===== src/rtl/wb_master_pipe.sv =====
// Command-word driven Wishbone pipelined master: one bus transaction per RD/WR
// command, one response word per command, with per-transaction timeout.
module wb_master_pipe #(
  parameter int AW        = 30,
  parameter int TIMEOUT   = 1024,
  parameter bit INC_RESET = 1'b0
) (
  input  logic          i_clk,
  input  logic          i_reset_n,
  input  logic          i_cmd_stb,
  input  logic [33:0]   i_cmd_word,
  output logic          o_cmd_busy,
  output logic          o_rsp_stb,
  output logic [33:0]   o_rsp_word,
  input  logic          i_rsp_busy,
  output logic          o_wb_cyc,
  output logic          o_wb_stb,
  output logic          o_wb_we,
  output logic [AW-1:0] o_wb_addr,
  output logic [31:0]   o_wb_data,
  output logic [3:0]    o_wb_sel,
  input  logic          i_wb_stall,
  input  logic          i_wb_ack,
  input  logic          i_wb_err,
  input  logic [31:0]   i_wb_data
);

  localparam logic [1:0] IDLE = 2'd0;
  localparam logic [1:0] REQ  = 2'd1;
  localparam logic [1:0] WAIT = 2'd2;
  localparam logic [1:0] RSP  = 2'd3;

  localparam logic [1:0] SUB_RD   = 2'b00;
  localparam logic [1:0] SUB_WR   = 2'b01;
  localparam logic [1:0] SUB_ADDR = 2'b10;

  localparam logic [15:0] CNT_LAST = 16'(TIMEOUT - 1);

  logic [1:0]    state_q, state_d;
  logic          cyc_q, cyc_d, stb_q, stb_d, we_q, we_d;
  logic [AW-1:0] addr_q, addr_d;
  logic [31:0]   data_q, data_d;
  logic          inc_q, inc_d;
  logic          rsp_stb_q, rsp_stb_d;
  logic [33:0]   rsp_word_q, rsp_word_d;
  logic [15:0]   cnt_q, cnt_d;
  logic          rst_pend_q, rst_pend_d;
  logic [29:0]   addr30;
  logic          done;

  always_comb begin
    addr30 = '0;
    addr30[AW-1:0] = i_cmd_word[AW-1:0];
  end

  always_comb begin
    state_d    = state_q;
    cyc_d      = cyc_q;
    stb_d      = stb_q;
    we_d       = we_q;
    addr_d     = addr_q;
    data_d     = data_q;
    inc_d      = inc_q;
    rsp_stb_d  = rsp_stb_q;
    rsp_word_d = rsp_word_q;
    cnt_d      = cnt_q;
    rst_pend_d = rst_pend_q;
    done       = 1'b0;
    case (state_q)
      IDLE: begin
        // The reset announcement takes priority over any waiting command.
        if (rst_pend_q) begin
          rst_pend_d = 1'b0;
          rsp_stb_d  = 1'b1;
          rsp_word_d = {2'b11, 32'h0};
          state_d    = RSP;
        end else if (i_cmd_stb) begin
          case (i_cmd_word[33:32])
            SUB_RD, SUB_WR: begin
              cyc_d   = 1'b1;
              stb_d   = 1'b1;
              we_d    = i_cmd_word[32];
              cnt_d   = '0;
              state_d = REQ;
              if (i_cmd_word[33:32] == SUB_WR) data_d = i_cmd_word[31:0];
            end
            SUB_ADDR: begin
              addr_d     = i_cmd_word[AW-1:0];
              inc_d      = i_cmd_word[30];
              rsp_stb_d  = 1'b1;
              rsp_word_d = {2'b10, 1'b0, i_cmd_word[30], addr30};
              state_d    = RSP;
            end
            default: begin
              rsp_stb_d = 1'b1;
              state_d   = RSP;
              if (i_cmd_word[31:29] == 3'b000) begin
                inc_d      = 1'b0;
                rsp_word_d = {2'b11, 32'h0};
              end else begin
                rsp_word_d = {2'b11, 3'h7, 29'h0};
              end
            end
          endcase
        end
      end
      REQ, WAIT: begin
        cnt_d = cnt_q + 16'd1;
        if (i_wb_err) begin
          done       = 1'b1;
          rsp_word_d = {2'b11, 3'h1, 29'h0};
        end else if (i_wb_ack) begin
          done       = 1'b1;
          rsp_word_d = we_q ? {2'b01, 32'h0} : {2'b00, i_wb_data};
          if (inc_q) addr_d = addr_q + AW'(1);
        end else if (cnt_q == CNT_LAST) begin
          done       = 1'b1;
          rsp_word_d = {2'b11, 3'h2, 29'h0};
        end else if (state_q == REQ && !i_wb_stall) begin
          stb_d   = 1'b0;
          state_d = WAIT;
        end
        if (done) begin
          cyc_d     = 1'b0;
          stb_d     = 1'b0;
          rsp_stb_d = 1'b1;
          state_d   = RSP;
        end
      end
      default: begin
        if (!i_rsp_busy) begin
          rsp_stb_d = 1'b0;
          state_d   = IDLE;
        end
      end
    endcase
  end

  always_ff @(posedge i_clk) begin
    if (!i_reset_n) begin
      state_q    <= IDLE;
      cyc_q      <= 1'b0;
      stb_q      <= 1'b0;
      we_q       <= 1'b0;
      addr_q     <= '0;
      data_q     <= '0;
      inc_q      <= INC_RESET;
      rsp_stb_q  <= 1'b0;
      rsp_word_q <= '0;
      cnt_q      <= '0;
      rst_pend_q <= 1'b1;
    end else begin
      state_q    <= state_d;
      cyc_q      <= cyc_d;
      stb_q      <= stb_d;
      we_q       <= we_d;
      addr_q     <= addr_d;
      data_q     <= data_d;
      inc_q      <= inc_d;
      rsp_stb_q  <= rsp_stb_d;
      rsp_word_q <= rsp_word_d;
      cnt_q      <= cnt_d;
      rst_pend_q <= rst_pend_d;
    end
  end

  assign o_cmd_busy = (state_q != IDLE) || rst_pend_q;
  assign o_rsp_stb  = rsp_stb_q;
  assign o_rsp_word = rsp_word_q;
  assign o_wb_cyc   = cyc_q;
  assign o_wb_stb   = stb_q;
  assign o_wb_we    = we_q;
  assign o_wb_addr  = addr_q;
  assign o_wb_data  = data_q;
  assign o_wb_sel   = 4'hF;

endmodule


===== config.mk =====
export PLATFORM = sky130hd
export DESIGN_NAME = wb_master_pipe
export DESIGN_NICKNAME = d
export VERILOG_FILES = /design/src/rtl/wb_master_pipe.sv
export SDC_FILE = /design/constraint.sdc
export NUM_CORES = 1
export LEC_CHECK = 0
export ABC_AREA = 1
export BUFFER_PORTS_ARGS = -buffer_cell sky130_fd_sc_hd__buf_2
export CORE_MARGIN = 4
export CORE_UTILIZATION = 39
export DETAILED_ROUTE_END_ITERATION = 8
export PLACE_DENSITY = 0.66
export SYNTH_ARGS = -nofsm -noshare
export SYNTH_HDL_FRONTEND = slang
export SYNTH_SLANG_ARGS = --single-unit
export TNS_END_PERCENT = 5

===== constraint.sdc =====
create_clock -name i_clk -period 2 [get_ports i_clk]
set_clock_uncertainty 0.2 [all_clocks]
set_input_delay 0.6 -clock i_clk [delete_from_list [all_inputs] [get_ports i_clk]]
set_output_delay 0.6 -clock i_clk [all_outputs]
set_load 0.1 [all_outputs]

Yosys cells after proc, flatten, opt, wreduce, memory -nomap -nowiden
Cells that the tools add are included.
{"block": "word_totals", "word_cells": 110, "output_inout_bits": 105, "inputBits": 73, "ff_bits": 120}
{"block": "classes", "n_bitwise": 2, "muxes": 53, "addsub": 2, "reduce_logical": 21, "eq_ne": 21}
{"operator": "$mux W30", "count": 6}
{"operator": "$mux W34", "count": 5}
{"operator": "$pmux W34 S2", "count": 2}
{"operator": "$pmux W30 S2", "count": 1}
{"operator": "$mux W16", "count": 3}
{"operator": "$mux W33", "count": 1}
{"operator": "$mux W32", "count": 1}
{"operator": "$pmux W16 S2", "count": 1}
{"operator": "$add A30 B1 Y30 const B", "count": 1}
{"operator": "$mux W1", "count": 19}
{"operator": "$mux W2", "count": 9}
{"operator": "$ne A3 B3 Y1 const B", "count": 6}
{"operator": "$add A16 B1 Y16 const B", "count": 1}
{"operator": "$eq A16 B10 Y1 const B", "count": 1}
{"operator": "$reduce_and A4 Y1", "count": 4}
{"operator": "$reduce_and A5 Y1", "count": 3}
{"operator": "$ne A2 B2 Y1 const B", "count": 6}
{"operator": "$pmux W1 S2", "count": 4}
{"operator": "$reduce_and A8 Y1", "count": 1}
{"operator": "$reduce_and A7 Y1", "count": 1}
{"operator": "$reduce_and A6 Y1", "count": 1}
{"operator": "$reduce_bool A2 Y1", "count": 3}
{"operator": "$eq A2 B1 Y1 const B", "count": 2}
{"operator": "$eq A2 B2 Y1 const B", "count": 2}
{"operator": "other kinds (11)", "count": 15}

Depth between registers and ports, before layout
{"block": "depth", "word_depth": 8, "depth_mapped": 12, "ltp_nobuf": 12}

Least setup slack after synthesis
OpenSTA, ideal clock, no wires.
{"block": "synth_timing", "path_kind": "reg2reg", "from": "register addr_q[2] (netlist: o_wb_addr[2])", "to": "register addr_q[19] (netlist: o_wb_addr[19])", "path_slack_ps": -414, "required_ps": 1681, "n_path_buf": 0, "t_arrival_ps": 2095, "period_less_slack_ps": 2414, "stages_incl_launch_ff": 10, "setup_ps": 119, "cell_sequence": "dfxtp_1 > nand3_1 > nor2_4 > nand2_1 > inv_1 > nand2_1 > o21ai_1 > nand3_1 > nand2_1 > nor2_1"}
{"block": "synth_between", "elab_chain_len": 5}
{"element": "start, declared", "line": "41", "rtl": "logic [AW-1:0] addr_q, addr_d;"}
{"element": "start signal, assigned", "line": "157", "rtl": "addr_q <= addr_d;"}
{"element": "$add A30 B1 Y30", "line": "115", "rtl": "if (inc_q) addr_d = addr_q + AW'(1);"}
{"element": "$mux W30", "line": "115"}
{"element": "$mux W30", "line": "112", "rtl": "end else if (i_wb_ack) begin"}
{"element": "$mux W30", "line": "109", "rtl": "if (i_wb_err) begin"}
{"element": "$pmux W30 S2", "line": "69", "rtl": "case (state_q)"}
No other way between the ends. The select of a mux whose other input is x is not followed.
A chain may end at the register's enable or synchronous reset.

Final worst setup path
{"block": "layout_timing", "from": "register state_q[0]", "to": "output o_cmd_busy"}
{"block": "layout_between", "elab_chain_len": 2}
{"element": "start, declared", "line": "39", "rtl": "logic [1:0] state_q, state_d;"}
{"element": "start signal, assigned", "line": "153", "rtl": "state_q <= state_d;"}
{"element": "$reduce_bool A2 Y1", "line": "167", "rtl": "assign o_cmd_busy = (state_q != IDLE) || rst_pend_q;"}
{"element": "$logic_or A1 B1 Y1", "line": "167"}
{"element": "end, declared", "line": "12", "rtl": "output logic o_cmd_busy,"}
No other way between the ends.

==> metrics.md <==
| Metric | Value |
|---|---|
| Hold slack | `approximately 0.22 ns` |
| Worst Hold Path EP | `o_wb_data[19]$_SDFFE_PN0P_` |
| Int Pwr | `~7.5 mW` |
| Quantity of I/O buffers inserted on ports | `173` |
| Initial core utilization | `about two fifths` |
| Antenna violations before repair | `0` |
| Cell Chain, Critical Path | `inv_2, ha_4, inv_6, nor2_4, clkinvlp_4, buf_12` |
| GPL Wtd Cong | `between 0.8 and 0.9` |
| Flops & latches, synth | `120` |
| Mean routed wirelength per cell | `between 15 and 20 µm` |
| Clock share of power | `around a fifth` |
| Total track usage | `23.1%` |
| Pwr/cell area | `between 1500 and 2000 nW/µm²` |
| Post-place instance area | `roughly 7900 µm²` |
| Final Cell Area | `8850 µm²` |
| Layout Cells excl Fill | `between 1000 and 1500` |
| Remaining Overflow, GRT | `0` |
| Critical Path RT | `1.20 ns` |
| Gate family responsible for the most delay along the worst path | `buffers and inverters` |
| Fin nets | `1269` |
| Register Area | `2440 µm²` |
| H-tree depth | `4` |
| Final core occ | `a little under three fifths` |
| Leading cell types in the layout, fill and taps excluded | `nand2_1, nor2_1, a21oi_1, dfxtp_1, buf_4` |
| FILL cells | `1592` |
| Most common cell after layout, fill and taps aside | `nand2_1` |
| Layout cells sized above 1 | `between 20% and 30%` |
| Leak pwr | `4.00 nW` |
| CTS clk-pin slew, worst paths | `roughly 0.06 ns` |
| Critical path buffer and inverter count | `4` |
| Post-place setup slack | `-0.127 ns` |
| Reg2reg setup slack | `about 0.090 ns` |
| Core Area | `around 16000 µm²` |
| Multi-input logic area | `about 3500 µm²` |
| DRC viols | `0` |
| Max Root-Sink Buffers | `2` |
| Cell count after placement | `1379` |
| IO Count | `178` |
| Post-Syn Area | `about 6400 µm²` |
| Sequential share of power | `23.0%` |
| Mapped Cells | `a little under 1000` |
| Crit path largest cell delay | `roughly 0.32 ns` |
| Via density | `roughly 5.1` |
| Fin crit period | `2.21 ns` |
| CTS sink cnt | `120` |
| Ys Warns | `0` |
| Die ar. | `approximately 19000 µm²` |
| # diodes | `0` |
| Clk root buf | `clkbuf_16` |
| Combinational group share of total power | `57.4%` |
| TritonCTS clock tree | `yes` |
| Worst path slowest cell | `dfxtp_2` |
| Total negative slack | `-0.207 ns` |
| Overall Power | `between 15 and 20 mW` |
| Sw frac | `around 53%` |
| Hold depth | `3` |
| Die width | `136 µm` |
| Layout area overhead | `37.9%` |
| Worst-Skew Late Latency | `0.42 ns` |
| Average size of a mapped cell | `around 6.5 µm²` |
| Crit Reg-Reg Startpoint | `state_q[1]$_SDFFE_PN0P_` |
| Hold Crit Class | `primary input to flop` |
| Setup crit end kind | `output port` |
| HPWL after DPL | `15.9 mm` |
| Vias | `7239` |
| RSZ-0062 raised after global routing | `yes` |
| Largest net degree at the start of global routing | `43` |
| Max-slew violations | `0` |
| Status | `finished with violations` |
| R2R Path End | `o_rsp_word[17]$_SDFFE_PN0P_` |
| Final Setup Violations | `1` |
| Distinct cells, synth | `40` |
| CP Max Fanout | `2` |
| First-pass GRT wire length | `33.9 mm` |
| Max Cap Viol | `0` |
| Smallest setup slack after layout | `-0.207 ns` |
| Rows | `46` |
| Failing checks | `setup timing` |
| R2R depth | `12` |
| Final worst-path cycle share | `110%` |
| F_max | `0.453 GHz` |
| Initial DRC count | `551` |
| DRT Pass-1 Iters | `6` |
| Post-synthesis sequential area ratio | `about 37%` |
| Post-route antenna net violation count | `0` |
| TritonCTS Buffers | `17` |
| Worst setup SP type | `flop` |
| Detailed Route WL | `roughly 22 mm` |
| VDD IR-drop max | `slightly below 2 mV` |
| Die H | `about 140 µm` |
| Sw Pwr | `~8.3 mW` |
| Final Hold Fails | `0` |
| Worst EP arrival | `roughly 1.4 ns` |
| Hold Startpoint | `i_cmd_word[19]` |
| Crit Path Class | `flop to output port` |
| Vias in the first global route | `approximately 6700` |
power by group through the flow:
stage	Clock (mW)	Combinational (mW)	Sequential (mW)
after floorplan	0	3.12	6.92
after global placement	0	8.54	3.65
after detailed placement	0	8.59	3.64
after CTS	3.12	8.85	3.63
after global routing	3.26	9.67	3.72
final	3.09	9.09	3.65
flip-flops by register name, summed over array words and instances, names as in the netlist:
| name | cells |
|---|---|
| o_wb_we | 1 |
| o_rsp_stb | 1 |
| o_wb_stb | 1 |
| o_rsp_word | 34 |
| state_q | 2 |
| rst_pend_q | 1 |
| o_wb_data | 32 |
| o_wb_cyc | 1 |
| o_wb_addr | 30 |
| inc_q | 1 |
| cnt_q | 16 |
cell type report:
class	instances	area share (%)
multi-input combinational	731	39.1
sequential	120	27.6
timing repair buffer	229	19.5
clock buffer	24	5.67
inverter	92	4.03
tap	216	3.06
clock inverter	8	1.03
synthesized netlist by cell type:
cell type	number	share of area (%)
ha_1	5	0.98
buf_6	1	0.18
a31o_2	1	0.14
nor3_4	1	0.25
nand4_1	33	3.2
nand3_1	34	2.7
buf_4	12	1.4
buf_1	3	0.18
xor2_1	6	0.82
nand3_2	1	0.16
nor2_4	2	0.35
inv_1	83	4.9
o31ai_1	2	0.23
nand2_1	248	15
o211ai_1	1	0.12
and2_1	1	0.098
conb_1	1	0.058
o211a_1	1	0.16
nor3_1	9	0.70
dfxtp_1	120	37
inv_2	8	0.47
clkbuf_2	1	0.078
nand2_2	3	0.29
clkinv_1	1	0.058
a211oi_1	2	0.23
o21ai_1	8	0.62
nor2_1	159	9.3
clkbuf_1	21	1.2
nand3_4	2	0.55
a22o_1	11	1.5
or2_0	1	0.098
nand3b_1	9	1.1
o21ai_0	75	5.9
xnor2_1	1	0.14
nor2_2	6	0.59
buf_2	14	1.1
or2_2	3	0.29
o21ai_2	1	0.14
o22ai_1	1	0.098
a21oi_1	100	7.8
worst max-delay path by stage:
| stage | start | endpoint | slack (ns) | depth (start not counted) |
|---|---|---|---|---|
| global placement | i_cmd_stb | o_wb_addr[14]$_SDFFE_PN0P_ | -0.12 | 11 |
| floorplan | o_wb_addr[3]$_SDFFE_PN0P_ | o_wb_addr[19]$_SDFFE_PN0P_ | -0.05 | 10 |
| CTS | state_q[1]$_SDFFE_PN0P_ | o_cmd_busy | -0.25 | 6 |
| detailed placement | i_cmd_stb | o_wb_addr[14]$_SDFFE_PN0P_ | -0.13 | 11 |
| finish | state_q[0]$_SDFFE_PN0P_ | o_cmd_busy | -0.21 | 6 |
| global route | state_q[0]$_SDFFE_PN0P_ | o_cmd_busy | -0.27 | 6 |
cell families (layout without fill, tap and decap cells):
group                    after synthesis  after routing  share of synthesized area (%)
adder cells (fa/ha/maj)                5              5                          0.975
buffers and inverters                144            353                           9.54
flip-flops                           120            120                           37.5
XOR/XNOR                               7              7                          0.956
AND/OR/NAND/NOR                      512            512                           34.1
AO/OA/AOI/OAI                        203            203                           16.9
other                                  1              4                         0.0585
repair_timing:
action | in CTS | in global routing
hold buffers | 0 | 0
buffers inserted | 4 | 3
gates resized for setup | 52 | 54
pin swaps | 2 | 3
cloned | 0 | 2
endpoints found under the setup margin | 53 | 99
metal layers:
metal	up-vias	track usage, %	wire (µm)
met5	-	0	0
met4	0	7.56	408
met3	34	6.51	1530
met2	246	35.9	10100
met1	3343	31.0	9710
li1	3616	-	-
worst min-delay path: cells and delay by family:
family,cells,cell delay (ns)
and+or+nand+nor,2,0.12
buffers and inverters,1,0.09
Note: power is estimated with default switching activity, not from simulation.
